`config.mk`:
```
export PLATFORM = sky130hd
export DESIGN_NAME = logic_nbit_seq_flat
export DESIGN_NICKNAME = d
export VERILOG_FILES = /design/src/rtl/logic_nbit_seq_if.sv /design/src/rtl/logic_nbit_seq.sv /design/src/flat_wrapper.sv
export SDC_FILE = /design/constraint.sdc
export NUM_CORES = 1
export LEC_CHECK = 0
export ABC_AREA = 1
export CORE_ASPECT_RATIO = 0.5
export CORE_MARGIN = 2
export CORE_UTILIZATION = 55
export DETAILED_ROUTE_END_ITERATION = 7
export GPL_TIMING_DRIVEN = 0
export HOLD_SLACK_MARGIN = 0.12
export PLACE_DENSITY = 0.8
export SLEW_MARGIN = 20
export SYNTH_ARGS = -nofsm -noshare
export SYNTH_HDL_FRONTEND = slang
export SYNTH_SLANG_ARGS = --single-unit
export TNS_END_PERCENT = 5
```
`constraint.sdc`:
```
create_clock -name clk_i -period 7.95 [get_ports clk_i]
set_clock_uncertainty 0.15 [all_clocks]
set_input_delay 1.59 -clock clk_i [delete_from_list [all_inputs] [get_ports clk_i]]
set_output_delay 1.59 -clock clk_i [all_outputs]
set_load 0.02 [all_outputs]
```
`src/rtl/logic_nbit_seq_if.sv`:
```
// -----------------------------------------------------------------------------
// logic_nbit_seq_if
// Request/result bundle for the sliced bitwise logic unit.
//   start : request strobe, sampled only while the unit is idle or completing
//   oprn  : 3-bit operation code
//   a, b  : WIDTH-bit operands
//   y     : registered WIDTH-bit result
//   busy  : high while slices are being evaluated
//   done  : one-cycle completion pulse
//   zero  : registered (y == 0) flag
// master drives the request side, slave (the logic unit) drives the result side.
// -----------------------------------------------------------------------------
interface logic_nbit_seq_if #(
  parameter int WIDTH = 32
) ();
  logic             start;
  logic [2:0]       oprn;
  logic [WIDTH-1:0] a;
  logic [WIDTH-1:0] b;
  logic [WIDTH-1:0] y;
  logic             busy;
  logic             done;
  logic             zero;

  modport master (
    output start, oprn, a, b,
    input  y, busy, done, zero
  );

  modport slave (
    input  start, oprn, a, b,
    output y, busy, done, zero
  );
endinterface

```
`src/rtl/logic_nbit_seq.sv`:
```
// -----------------------------------------------------------------------------
// logic_nbit_seq
// Multi-cycle bitwise logic unit. Operands and opcode are latched on a START
// edge, then the operation is evaluated SLICE bits per clock, lowest slice
// first. The complete result is published on Y together with ZERO and a
// one-cycle DONE pulse; partial results stay in an internal accumulator.
// Ports:
//   clk_i : clock, all state updates on the rising edge
//   rst_i : synchronous active-high reset
//   bus   : logic_nbit_seq_if.slave (start/oprn/a/b in, y/busy/done/zero out)
// Parameters:
//   WIDTH : operand/result width
//   SLICE : bits evaluated per RUN cycle, must divide WIDTH
// -----------------------------------------------------------------------------
module logic_nbit_seq #(
  parameter int WIDTH = 32,
  parameter int SLICE = 8
) (
  input  logic            clk_i,
  input  logic            rst_i,
  logic_nbit_seq_if.slave bus
);

  localparam int N     = WIDTH / SLICE;
  localparam int CNT_W = (N > 1) ? $clog2(N) : 1;
  localparam int IDX_W = (WIDTH > 1) ? $clog2(WIDTH) : 1;

  // Refuse to build a unit whose slices do not tile the operand exactly.
  if ((WIDTH % SLICE) != 0) begin : g_bad_slice
    $error("logic_nbit_seq: WIDTH must be a multiple of SLICE");
  end

  typedef enum logic [1:0] {
    ST_IDLE = 2'b00,
    ST_RUN  = 2'b01,
    ST_DONE = 2'b10
  } state_e;

  state_e           state_q;
  logic [CNT_W-1:0] cnt_q;
  logic [WIDTH-1:0] a_q;
  logic [WIDTH-1:0] b_q;
  logic [2:0]       op_q;
  logic [WIDTH-1:0] acc_q;
  logic [WIDTH-1:0] acc_d;
  logic [WIDTH-1:0] y_q;
  logic             zero_q;
  logic             busy_q;
  logic             done_q;
  logic [IDX_W-1:0] off_s;

  // One slice of the selected bitwise operation; bit i depends only on bit i.
  function automatic logic [SLICE-1:0] op_f(input logic [2:0]       op,
                                            input logic [SLICE-1:0] x,
                                            input logic [SLICE-1:0] z);
    logic [SLICE-1:0] r;
    case (op)
      3'b000:  r = x & z;
      3'b001:  r = x | z;
      3'b010:  r = ~(x | z);
      3'b011:  r = ~x;
      3'b100:  r = x ^ z;
      3'b101:  r = x;
      3'b110:  r = ~(x & z);
      3'b111:  r = ~(x ^ z);
      default: r = {SLICE{1'b0}};
    endcase
    return r;
  endfunction

  // Accumulator with the current slice merged in; only committed while in RUN.
  always_comb begin
    off_s = IDX_W'(32'(cnt_q) * 32'(SLICE));
    acc_d = acc_q;
    acc_d[off_s +: SLICE] = op_f(op_q, a_q[off_s +: SLICE], b_q[off_s +: SLICE]);
  end

  // Control FSM; all outputs are registered here so Y never shows partial data.
  always_ff @(posedge clk_i) begin
    if (rst_i) begin
      state_q <= ST_IDLE;
      cnt_q   <= {CNT_W{1'b0}};
      a_q     <= {WIDTH{1'b0}};
      b_q     <= {WIDTH{1'b0}};
      op_q    <= 3'b000;
      acc_q   <= {WIDTH{1'b0}};
      y_q     <= {WIDTH{1'b0}};
      zero_q  <= 1'b1;
      busy_q  <= 1'b0;
      done_q  <= 1'b0;
    end else begin
      case (state_q)
        ST_IDLE, ST_DONE: begin
          done_q <= 1'b0;
          if (bus.start) begin
            a_q     <= bus.a;
            b_q     <= bus.b;
            op_q    <= bus.oprn;
            cnt_q   <= {CNT_W{1'b0}};
            acc_q   <= {WIDTH{1'b0}};
            busy_q  <= 1'b1;
            state_q <= ST_RUN;
          end else begin
            busy_q  <= 1'b0;
            state_q <= ST_IDLE;
          end
        end
        ST_RUN: begin
          acc_q <= acc_d;
          // Last slice: publish the full result including this edge's slice.
          if (cnt_q == CNT_W'(N - 1)) begin
            y_q     <= acc_d;
            zero_q  <= (acc_d == {WIDTH{1'b0}});
            busy_q  <= 1'b0;
            done_q  <= 1'b1;
            cnt_q   <= {CNT_W{1'b0}};
            state_q <= ST_DONE;
          end else begin
            cnt_q   <= cnt_q + CNT_W'(1);
          end
        end
        default: begin
          state_q <= ST_IDLE;
          busy_q  <= 1'b0;
          done_q  <= 1'b0;
          cnt_q   <= {CNT_W{1'b0}};
        end
      endcase
    end
  end

  assign bus.y    = y_q;
  assign bus.zero = zero_q;
  assign bus.busy = busy_q;
  assign bus.done = done_q;

endmodule

```
`src/flat_wrapper.sv`:
```
// flat-port wrapper written by rule: the top's interface ports become plain ports
module logic_nbit_seq_flat 
#(
  parameter int WIDTH = 32,
  parameter int SLICE = 8
)
  (clk_i, rst_i, bus_start, bus_oprn, bus_a, bus_b, bus_y, bus_busy, bus_done, bus_zero);
  logic_nbit_seq_if #(.WIDTH(WIDTH)) bus_i ();
  input  logic clk_i;
  input  logic rst_i;
  input wire logic [$bits(bus_i.start)-1:0] bus_start;
  input wire logic [$bits(bus_i.oprn)-1:0] bus_oprn;
  input wire logic [$bits(bus_i.a)-1:0] bus_a;
  input wire logic [$bits(bus_i.b)-1:0] bus_b;
  output wire logic [$bits(bus_i.y)-1:0] bus_y;
  output wire logic [$bits(bus_i.busy)-1:0] bus_busy;
  output wire logic [$bits(bus_i.done)-1:0] bus_done;
  output wire logic [$bits(bus_i.zero)-1:0] bus_zero;
  assign bus_i.start = bus_start;
  assign bus_i.oprn = bus_oprn;
  assign bus_i.a = bus_a;
  assign bus_i.b = bus_b;
  assign bus_y = bus_i.y;
  assign bus_busy = bus_i.busy;
  assign bus_done = bus_i.done;
  assign bus_zero = bus_i.zero;
  logic_nbit_seq #(.WIDTH(WIDTH), .SLICE(SLICE)) u_core (.clk_i(clk_i), .rst_i(rst_i), .bus(bus_i));
endmodule
```
# == Yosys cells after proc, flatten, opt, wreduce, memory -nomap -nowiden ==
# Cells that the tools add are included.
# op_classes
n_addsub,2
n_mul,0
div_mod_pow,0
magnitude_cmp,0
n_eq_ne,12
shift,4
mux,13
n_bitwise,8
n_reduce_logical,9
# ops
operator,n
case mux 32 bit (2 select lines),1
case mux 8 bit (8 select lines),1
variable part select 32 x 6 -> 8 bit,2
bitwise mux 32 bit,1
zero test 32 bit,1
2-to-1 mux 32 bit,1
inverter 8 bit,4
variable shift 8 x 7 -> 32 bit (first input constant),1
variable part select 8 x 7 -> 32 bit,1
== test 3 bit (second input constant),4
bitwise AND 8 bit,1
bitwise OR 8 bit,1
case mux 2 bit (2 select lines),2
bitwise XOR 8 bit,1
negation 5 -> 7 bit,1
== test 3 x 2 -> 1 bit (second input constant),2
2-to-1 mux 2 bit,3
AND reduction 2 bit,3
== test 2 bit (second input constant),2
OR reduction 2 bit,2
== test 3 x 1 -> 1 bit (second input constant),1
zero test 3 bit,1
2-to-1 mux 1 bit,3
adder 2 x 1 -> 2 bit (second input constant),1
other kinds (7),7
# totals
reg_bits,138
latchBits,0
ram_bits,0
romBits,0
inputBits,70
output_inout_bits,35
elab_cells,58
mem_count,0

# == Depth between registers and ports, before layout ==
# depth
word_depth,7
depth_mapped,25
ltp_nobuf,21

# == Worst setup path after synthesis ==
# OpenSTA, ideal clock, no wires.
# synth_path
path_kind,reg2reg
from,reg u_core.cnt_q[0]
to,"reg u_core.zero_q, in the netlist u_core.bus.zero"
setup_ps,59
t_arrival_ps,2658
required_ps,7741
setup_slack_ps,5083
path_stages_with_launch,22
n_path_buf,4
synth_period_minus_slack_ps,2867
path_cell_list,dfxtp_1 > buf_6 > inv_6 > buf_6 > buf_2 > buf_1 > nand2_1 > a32oi_1 > inv_1 > ha_1 > inv_1 > nand4_1 > nand2_1 > nor2_1 > nand3_1 > nand4_1 > nor2_1 > nor2_1 > nand3_1 > nor2_1 > nand3_1 > nand2_1
# synth_between
elab_chain_cells,7
word_cells_on_any_way,17
cone_classes,1 x add/sub; 1 x eq/ne; 4 x shift; 2 x mux; 7 x bitwise; 2 x reduce/logical
# synth_rtl
element,line,text
from (decl),logic_nbit_seq.sv:40,logic [CNT_W-1:0] cnt_q;
from (signal assigned),logic_nbit_seq.sv:82,cnt_q <= {CNT_W{1'b0}};
from (signal assigned),logic_nbit_seq.sv:99,cnt_q <= {CNT_W{1'b0}};
from (signal assigned),logic_nbit_seq.sv:116,cnt_q <= {CNT_W{1'b0}};
variable part select 32 x 6 -> 8 bit,logic_nbit_seq.sv:75,"acc_d[off_s +: SLICE] = op_f(op_q, a_q[off_s +: SLICE], b_q[off_s +: SLICE]);"
bitwise XOR 8 bit (tied with other cells),"logic_nbit_seq.sv:62, logic_nbit_seq.sv:65",
inverter 8 bit (on tied branches),"logic_nbit_seq.sv:65, logic_nbit_seq.sv:60, logic_nbit_seq.sv:64",
case mux 8 bit (8 select lines),logic_nbit_seq.sv:57,case (op)
variable part select 8 x 7 -> 32 bit,logic_nbit_seq.sv:75,
bitwise mux 32 bit,logic_nbit_seq.sv:75,
zero test 32 bit,logic_nbit_seq.sv:113,zero_q <= (acc_d == {WIDTH{1'b0}});
to (signal assigned),logic_nbit_seq.sv:113,
to (decl),logic_nbit_seq.sv:47,logic zero_q;
# Parallel ways exist; a longest one is shown, timed or not.
# A chain may end at the register's enable or synchronous reset.

# == Final worst setup path ==
# Same ends and word-level chain as after synthesis.

==> flow_summary.html <==
<table>
<tr><th>Metric</th><th>Value</th></tr>
<tr><th colspan="2">Run status</th></tr>
<tr><td>Status</td><td>complete, no violations</td></tr>
<tr><th colspan="2">Floorplanning</th></tr>
<tr><td>Num ports</td><td>between 100 and 150</td></tr>
<tr><td>Overall die width</td><td>163 um</td></tr>
<tr><td>Placeable Area</td><td>12100 um^2</td></tr>
<tr><td>Vert. Die Dim</td><td>approximately 83 um</td></tr>
<tr><td>Initial core utilization</td><td>just under 60%</td></tr>
<tr><td>DIE AREA</td><td>about 14000 um^2</td></tr>
<tr><td>Total number of placement rows</td><td>28</td></tr>
<tr><th colspan="2">Timing</th></tr>
<tr><td>Part of the cycle the worst path needs</td><td>just under 50%</td></tr>
<tr><td>Final critical path time including I/O delays and setup</td><td>3910 ps</td></tr>
<tr><td>Headroom to the max-slew limit</td><td>between 50% and 60%</td></tr>
<tr><td>Max Freq</td><td>~0.26 GHz</td></tr>
<tr><td>Setup repair after global routing missed its margin</td><td>false</td></tr>
<tr><td>Tightest Pin Transition</td><td>734 ps</td></tr>
<tr><td>Number of hold-slack violations in the final timing report</td><td>0</td></tr>
<tr><td>Final count of pins violating max slew</td><td>0</td></tr>
<tr><td>Final-layout setup total negative slack</td><td>0 ps</td></tr>
<tr><td>Minimum hold slack</td><td>318 ps</td></tr>
<tr><td>Final setup violation count</td><td>0</td></tr>
<tr><th colspan="2">Pwr</th></tr>
<tr><td>Power per standard cell area</td><td>approximately 210 nW/um^2</td></tr>
<tr><td>Leakage Power</td><td>between 3 and 4 nW</td></tr>
<tr><td>Total power of the final layout</td><td>about 0.0019 W</td></tr>
<tr><td>Peak supply drop</td><td>0.132 mV</td></tr>
<tr><th colspan="2">Worst setup path</th></tr>
<tr><td>Data required time of the critical path</td><td>8170 ps</td></tr>
<tr><td>Data arrival time of the critical path</td><td>4130 ps</td></tr>
<tr><td>Delay of the slowest cell on the worst path</td><td>~420 ps</td></tr>
<tr><td>Crit path buf inv count</td><td>6</td></tr>
<tr><td>CP startpoint kind</td><td>flip-flop</td></tr>
<tr><td>Worst path top cell family by delay</td><td>simple AND/OR/NAND/NOR gates</td></tr>
<tr><td>Most Frequent Cell on Critical Path</td><td>sky130_fd_sc_hd__nand2_1</td></tr>
<tr><td>Worst path slowest cell</td><td>sky130_fd_sc_hd__dfxtp_1</td></tr>
<tr><td>Worst-case register-to-register setup slack</td><td>4040 ps</td></tr>
<tr><td>Cell-by-cell listing of the critical path</td><td>buf_6, buf_6, buf_2, buf_1, a21oi_1, a32oi_1, inv_1, ha_1, inv_1, nand4_1, nand2_1, nor2_1, nand3_1, nand3_1, nand2_1, nor2_1, nand2_1, nor2_2, nand2_1, nor2_1, nand3_1, nand2_1</td></tr>
<tr><td>Crit path kind</td><td>flip-flop to flip-flop</td></tr>
<tr><td>Largest driver fanout on the critical path</td><td>10</td></tr>
<tr><td>Endpoint type of the worst setup path</td><td>flip-flop</td></tr>
<tr><th colspan="2">Cells and area</th></tr>
<tr><td>Syn-to-layout area delta</td><td>26.4%</td></tr>
<tr><td>Final net count</td><td>1220</td></tr>
<tr><td>Final-layout fill cell count</td><td>approximately 1.0k</td></tr>
<tr><td>Final non-filler cell total</td><td>approximately 1.3k</td></tr>
<tr><td>Share of post-route cells with drive strength above 1</td><td>8.41%</td></tr>
<tr><td>Antenna diode instance count</td><td>0</td></tr>
<tr><th colspan="2">Clock network</th></tr>
<tr><td>Clock tree root driver cell</td><td>sky130_fd_sc_hd__clkbuf_16</td></tr>
<tr><td>Clock-pin slew of the registers on the worst-case setup and hold paths</td><td>~60 ps</td></tr>
<tr><td>Number of buffers inserted for hold repair after clock tree synthesis</td><td>0</td></tr>
<tr><td>Number of buffers added for setup after CTS</td><td>0</td></tr>
<tr><td>Number of buffers created by CTS</td><td>17</td></tr>
<tr><td>Clock latency on the worst-skew pair</td><td>roughly 420 ps</td></tr>
<tr><td>Total clock sinks</td><td>about 140</td></tr>
<tr><td>Clock tree from TritonCTS</td><td>built</td></tr>
<tr><td>PostCTS Resize Cnt</td><td>0</td></tr>
<tr><td>Worst-case clock buffer depth</td><td>2</td></tr>
<tr><td>Count of H-tree levels built during CTS</td><td>4</td></tr>
<tr><th colspan="2">Placed design</th></tr>
<tr><td>Count of placed standard cells including taps</td><td>approximately 1.3k</td></tr>
<tr><td>DPL Wire Length</td><td>14.6 mm</td></tr>
<tr><td>Routability congestion estimate</td><td>approximately 0.93</td></tr>
<tr><td>PortBufs</td><td>between 100 and 150</td></tr>
<tr><th colspan="2">Logic synthesis</th></tr>
<tr><td>Number of nets produced by synthesis</td><td>1097</td></tr>
<tr><td>Cell with the most instances after synthesis</td><td>sky130_fd_sc_hd__nand2_1</td></tr>
<tr><td>Most frequent cells after synthesis</td><td>sky130_fd_sc_hd__nand2_1 (192), sky130_fd_sc_hd__nor2_1 (161), sky130_fd_sc_hd__dfxtp_1 (137)</td></tr>
<tr><td>Number of register bits inferred by synthesis</td><td>approximately 140</td></tr>
<tr><td>Cell type with the highest aggregate area in the netlist</td><td>sky130_fd_sc_hd__dfxtp_1</td></tr>
<tr><td>Distinct cell type count after synthesis</td><td>36</td></tr>
<tr><td>Post-synthesis cell area</td><td>roughly 7000 um^2</td></tr>
<tr><td>Fraction of post-synthesis cell area in the top cell type by area</td><td>39.5%</td></tr>
<tr><td>Number of synthesized flops with an enable pin</td><td>0</td></tr>
<tr><td>Share of flip-flops with an asynchronous set or reset after synthesis</td><td>0%</td></tr>
<tr><td>Fraction of the yosys area taken by sequential cells</td><td>between 30 and 40%</td></tr>
<tr><td>Synth top area cells</td><td>sky130_fd_sc_hd__dfxtp_1 (39%), sky130_fd_sc_hd__nand2_1 (10%), sky130_fd_sc_hd__nor2_1 (8.7%), sky130_fd_sc_hd__o21ai_0 (7.6%), sky130_fd_sc_hd__inv_1 (6.3%)</td></tr>
<tr><td>Main synth FF type</td><td>sky130_fd_sc_hd__dfxtp_1</td></tr>
<tr><td>Syn. warnings</td><td>0</td></tr>
<tr><td>Syn Area/Cell</td><td>a little under 7 um^2</td></tr>
<tr><td>Post-Syn Instances</td><td>about 1k</td></tr>
<tr><th colspan="2">Detailed routing</th></tr>
<tr><td>Number of design-rule violations left by the first detailed-router iteration</td><td>approximately 690</td></tr>
<tr><td>Number of DRC violations after detailed routing</td><td>0</td></tr>
<tr><td>Post-detailed-route count of antenna-violating nets</td><td>0</td></tr>
<tr><td>Final wirelength</td><td>~20 mm</td></tr>
<tr><td>Number of detailed-routing iterations run before antenna repair</td><td>5</td></tr>
<tr><td>Post-DR wirelength/cell</td><td>15.0 um</td></tr>
<tr><td>Vias per std cell</td><td>around 5.4</td></tr>
<tr><td>Detailed-route via count</td><td>7041</td></tr>
<tr><th colspan="2">Flow run</th></tr>
<tr><td>Max-cap violations</td><td>0</td></tr>
<tr><th colspan="2">GRT</th></tr>
<tr><td>Number of antenna violations at the first check in global routing</td><td>0</td></tr>
<tr><td>Pin count of the biggest net entering global routing</td><td>17</td></tr>
<tr><td>Global-route usage over all layers</td><td>29.1%</td></tr>
<tr><td>Global route overflow</td><td>0</td></tr>
<tr><td>Vias in the first global route</td><td>~6.4k</td></tr>
<tr><td>Wire length of the first global-routing pass</td><td>between 30 and 40 mm</td></tr>
<tr><th colspan="2">Min path</th></tr>
<tr><td>Type of the worst min-delay path</td><td>flip-flop to flip-flop</td></tr>
</table>
==> cell usage in the layout, fill, tap and decap left out, types with 2 or more instances in the layout <==
master,instances
sky130_fd_sc_hd__buf_2,5
sky130_fd_sc_hd__nand4_1,30
sky130_fd_sc_hd__buf_4,4
sky130_fd_sc_hd__nor2_1,161
sky130_fd_sc_hd__o22ai_1,21
sky130_fd_sc_hd__dfxtp_1,137
sky130_fd_sc_hd__clkbuf_1,32
sky130_fd_sc_hd__ha_1,22
sky130_fd_sc_hd__nand3_1,62
sky130_fd_sc_hd__inv_6,4
sky130_fd_sc_hd__buf_1,9
sky130_fd_sc_hd__clkbuf_16,17
sky130_fd_sc_hd__nand2_2,11
sky130_fd_sc_hd__nor3_4,2
sky130_fd_sc_hd__a32oi_1,8
sky130_fd_sc_hd__clkinv_1,2
sky130_fd_sc_hd__a21oi_1,14
sky130_fd_sc_hd__nand3_2,12
sky130_fd_sc_hd__buf_6,6
sky130_fd_sc_hd__or2_1,2
sky130_fd_sc_hd__nand2_1,192
sky130_fd_sc_hd__bufinv_16,2
sky130_fd_sc_hd__o211ai_1,10
sky130_fd_sc_hd__clkdlybuf4s50_1,104
sky130_fd_sc_hd__clkinv_4,4
sky130_fd_sc_hd__inv_1,116
sky130_fd_sc_hd__inv_2,8
sky130_fd_sc_hd__o21ai_0,106
sky130_fd_sc_hd__clkinv_2,3
sky130_fd_sc_hd__o21ai_1,12
sky130_fd_sc_hd__nor2_2,8
sky130_fd_sc_hd__o21bai_1,4
==> where the power goes <==
part           leakage, nW  switching [W]  internal (W)  total [W]
clock network        0.288       0.000315      0.000473   0.000789
registers             1.12      0.0000193      0.000719   0.000738
logic                 2.38       0.000220      0.000127   0.000347
==> metal layers <==
layer	wire length (um)	vias to the layer above	track usage [%]	share of wire, %
met2	8780	291	46.8	45
met3	1560	33	4.87	7.9
li1	-	3496	-	-
met5	0	-	0	0
met4	297	0	7.40	1.5
met1	8990	3221	40.7	46
==> cells by family (layout without fill, tap and decap cells) <==
group	Yosys count	count (layout)	synth area share, %
compound gates	176	176	14.1
simple gates	485	485	31.1
fa+ha+maj	22	22	3.96
flops	137	137	39.5
buf+inv	185	321	11.3
==> metrics by stage <==
step / cell area (um^2) / util, % / setup slack (ps)
finish: 8780 / 72.8 / 4040
global route: 8780 / 72.8 / 3720
CTS: 8780 / 72.8 / 4170
detailed placement: 8190 / 68.0 / 3880
global placement: 8190 / 68.0 / 3910
floorplan: 6940 / - / 5080
==> registers in the layout, summed over array words and instances, names as in the netlist <==
register / count
u_core.bus.done: 1
u_core.op_q: 3
u_core.acc_q: 32
u_core.bus.busy: 1
u_core.state_q: 1
u_core.cnt_q: 2
u_core.a_q: 32
u_core.bus.zero: 1
u_core.bus.y: 32
u_core.b_q: 32
==> path summary, 6_finish.rpt <==
| path | start | end | depth (start not counted) |
|---|---|---|---|
| hold reg to reg | u_core.bus.zero$_SDFFE_PP1P_ | u_core.bus.zero$_SDFFE_PP1P_ | 2 |
| setup / recovery | u_core.cnt_q[0]$_SDFFE_PP0P_ | u_core.bus.zero$_SDFFE_PP1P_ | 22 |
| hold / removal | u_core.bus.zero$_SDFFE_PP1P_ | u_core.bus.zero$_SDFFE_PP1P_ | 2 |
| setup reg to reg | u_core.cnt_q[0]$_SDFFE_PP0P_ | u_core.bus.zero$_SDFFE_PP1P_ | 22 |
==> layout make-up <==
class,instances,area [um^2],area share [%]
multi-input cells,683,3410,38.9
clock inverters,13,144,1.64
repair buffers,104,1040,11.9
clock buffers,19,443,5.05
well taps,165,206,2.35
plain buffers,56,288,3.28
inverters,129,499,5.69
flip-flops and latches,137,2740,31.2
==> worst register-to-register path, stage by stage, from the launching register on <==
cell	delay [ps]
sky130_fd_sc_hd__dfxtp_1	420
sky130_fd_sc_hd__buf_6	210
sky130_fd_sc_hd__buf_6	180
sky130_fd_sc_hd__buf_2	260
sky130_fd_sc_hd__buf_1	410
sky130_fd_sc_hd__a21oi_1	170
sky130_fd_sc_hd__a32oi_1	370
sky130_fd_sc_hd__inv_1	90
sky130_fd_sc_hd__ha_1	300
sky130_fd_sc_hd__inv_1	40
sky130_fd_sc_hd__nand4_1	60
sky130_fd_sc_hd__nand2_1	50
sky130_fd_sc_hd__nor2_1	90
sky130_fd_sc_hd__nand3_1	170
sky130_fd_sc_hd__nand3_1	130
sky130_fd_sc_hd__nand2_1	80
sky130_fd_sc_hd__nor2_1	140
sky130_fd_sc_hd__nand2_1	90
sky130_fd_sc_hd__nor2_2	80
sky130_fd_sc_hd__nand2_1	50
sky130_fd_sc_hd__nor2_1	160
sky130_fd_sc_hd__nand3_1	100
sky130_fd_sc_hd__nand2_1	60
Power figures use the tool's default switching activity.
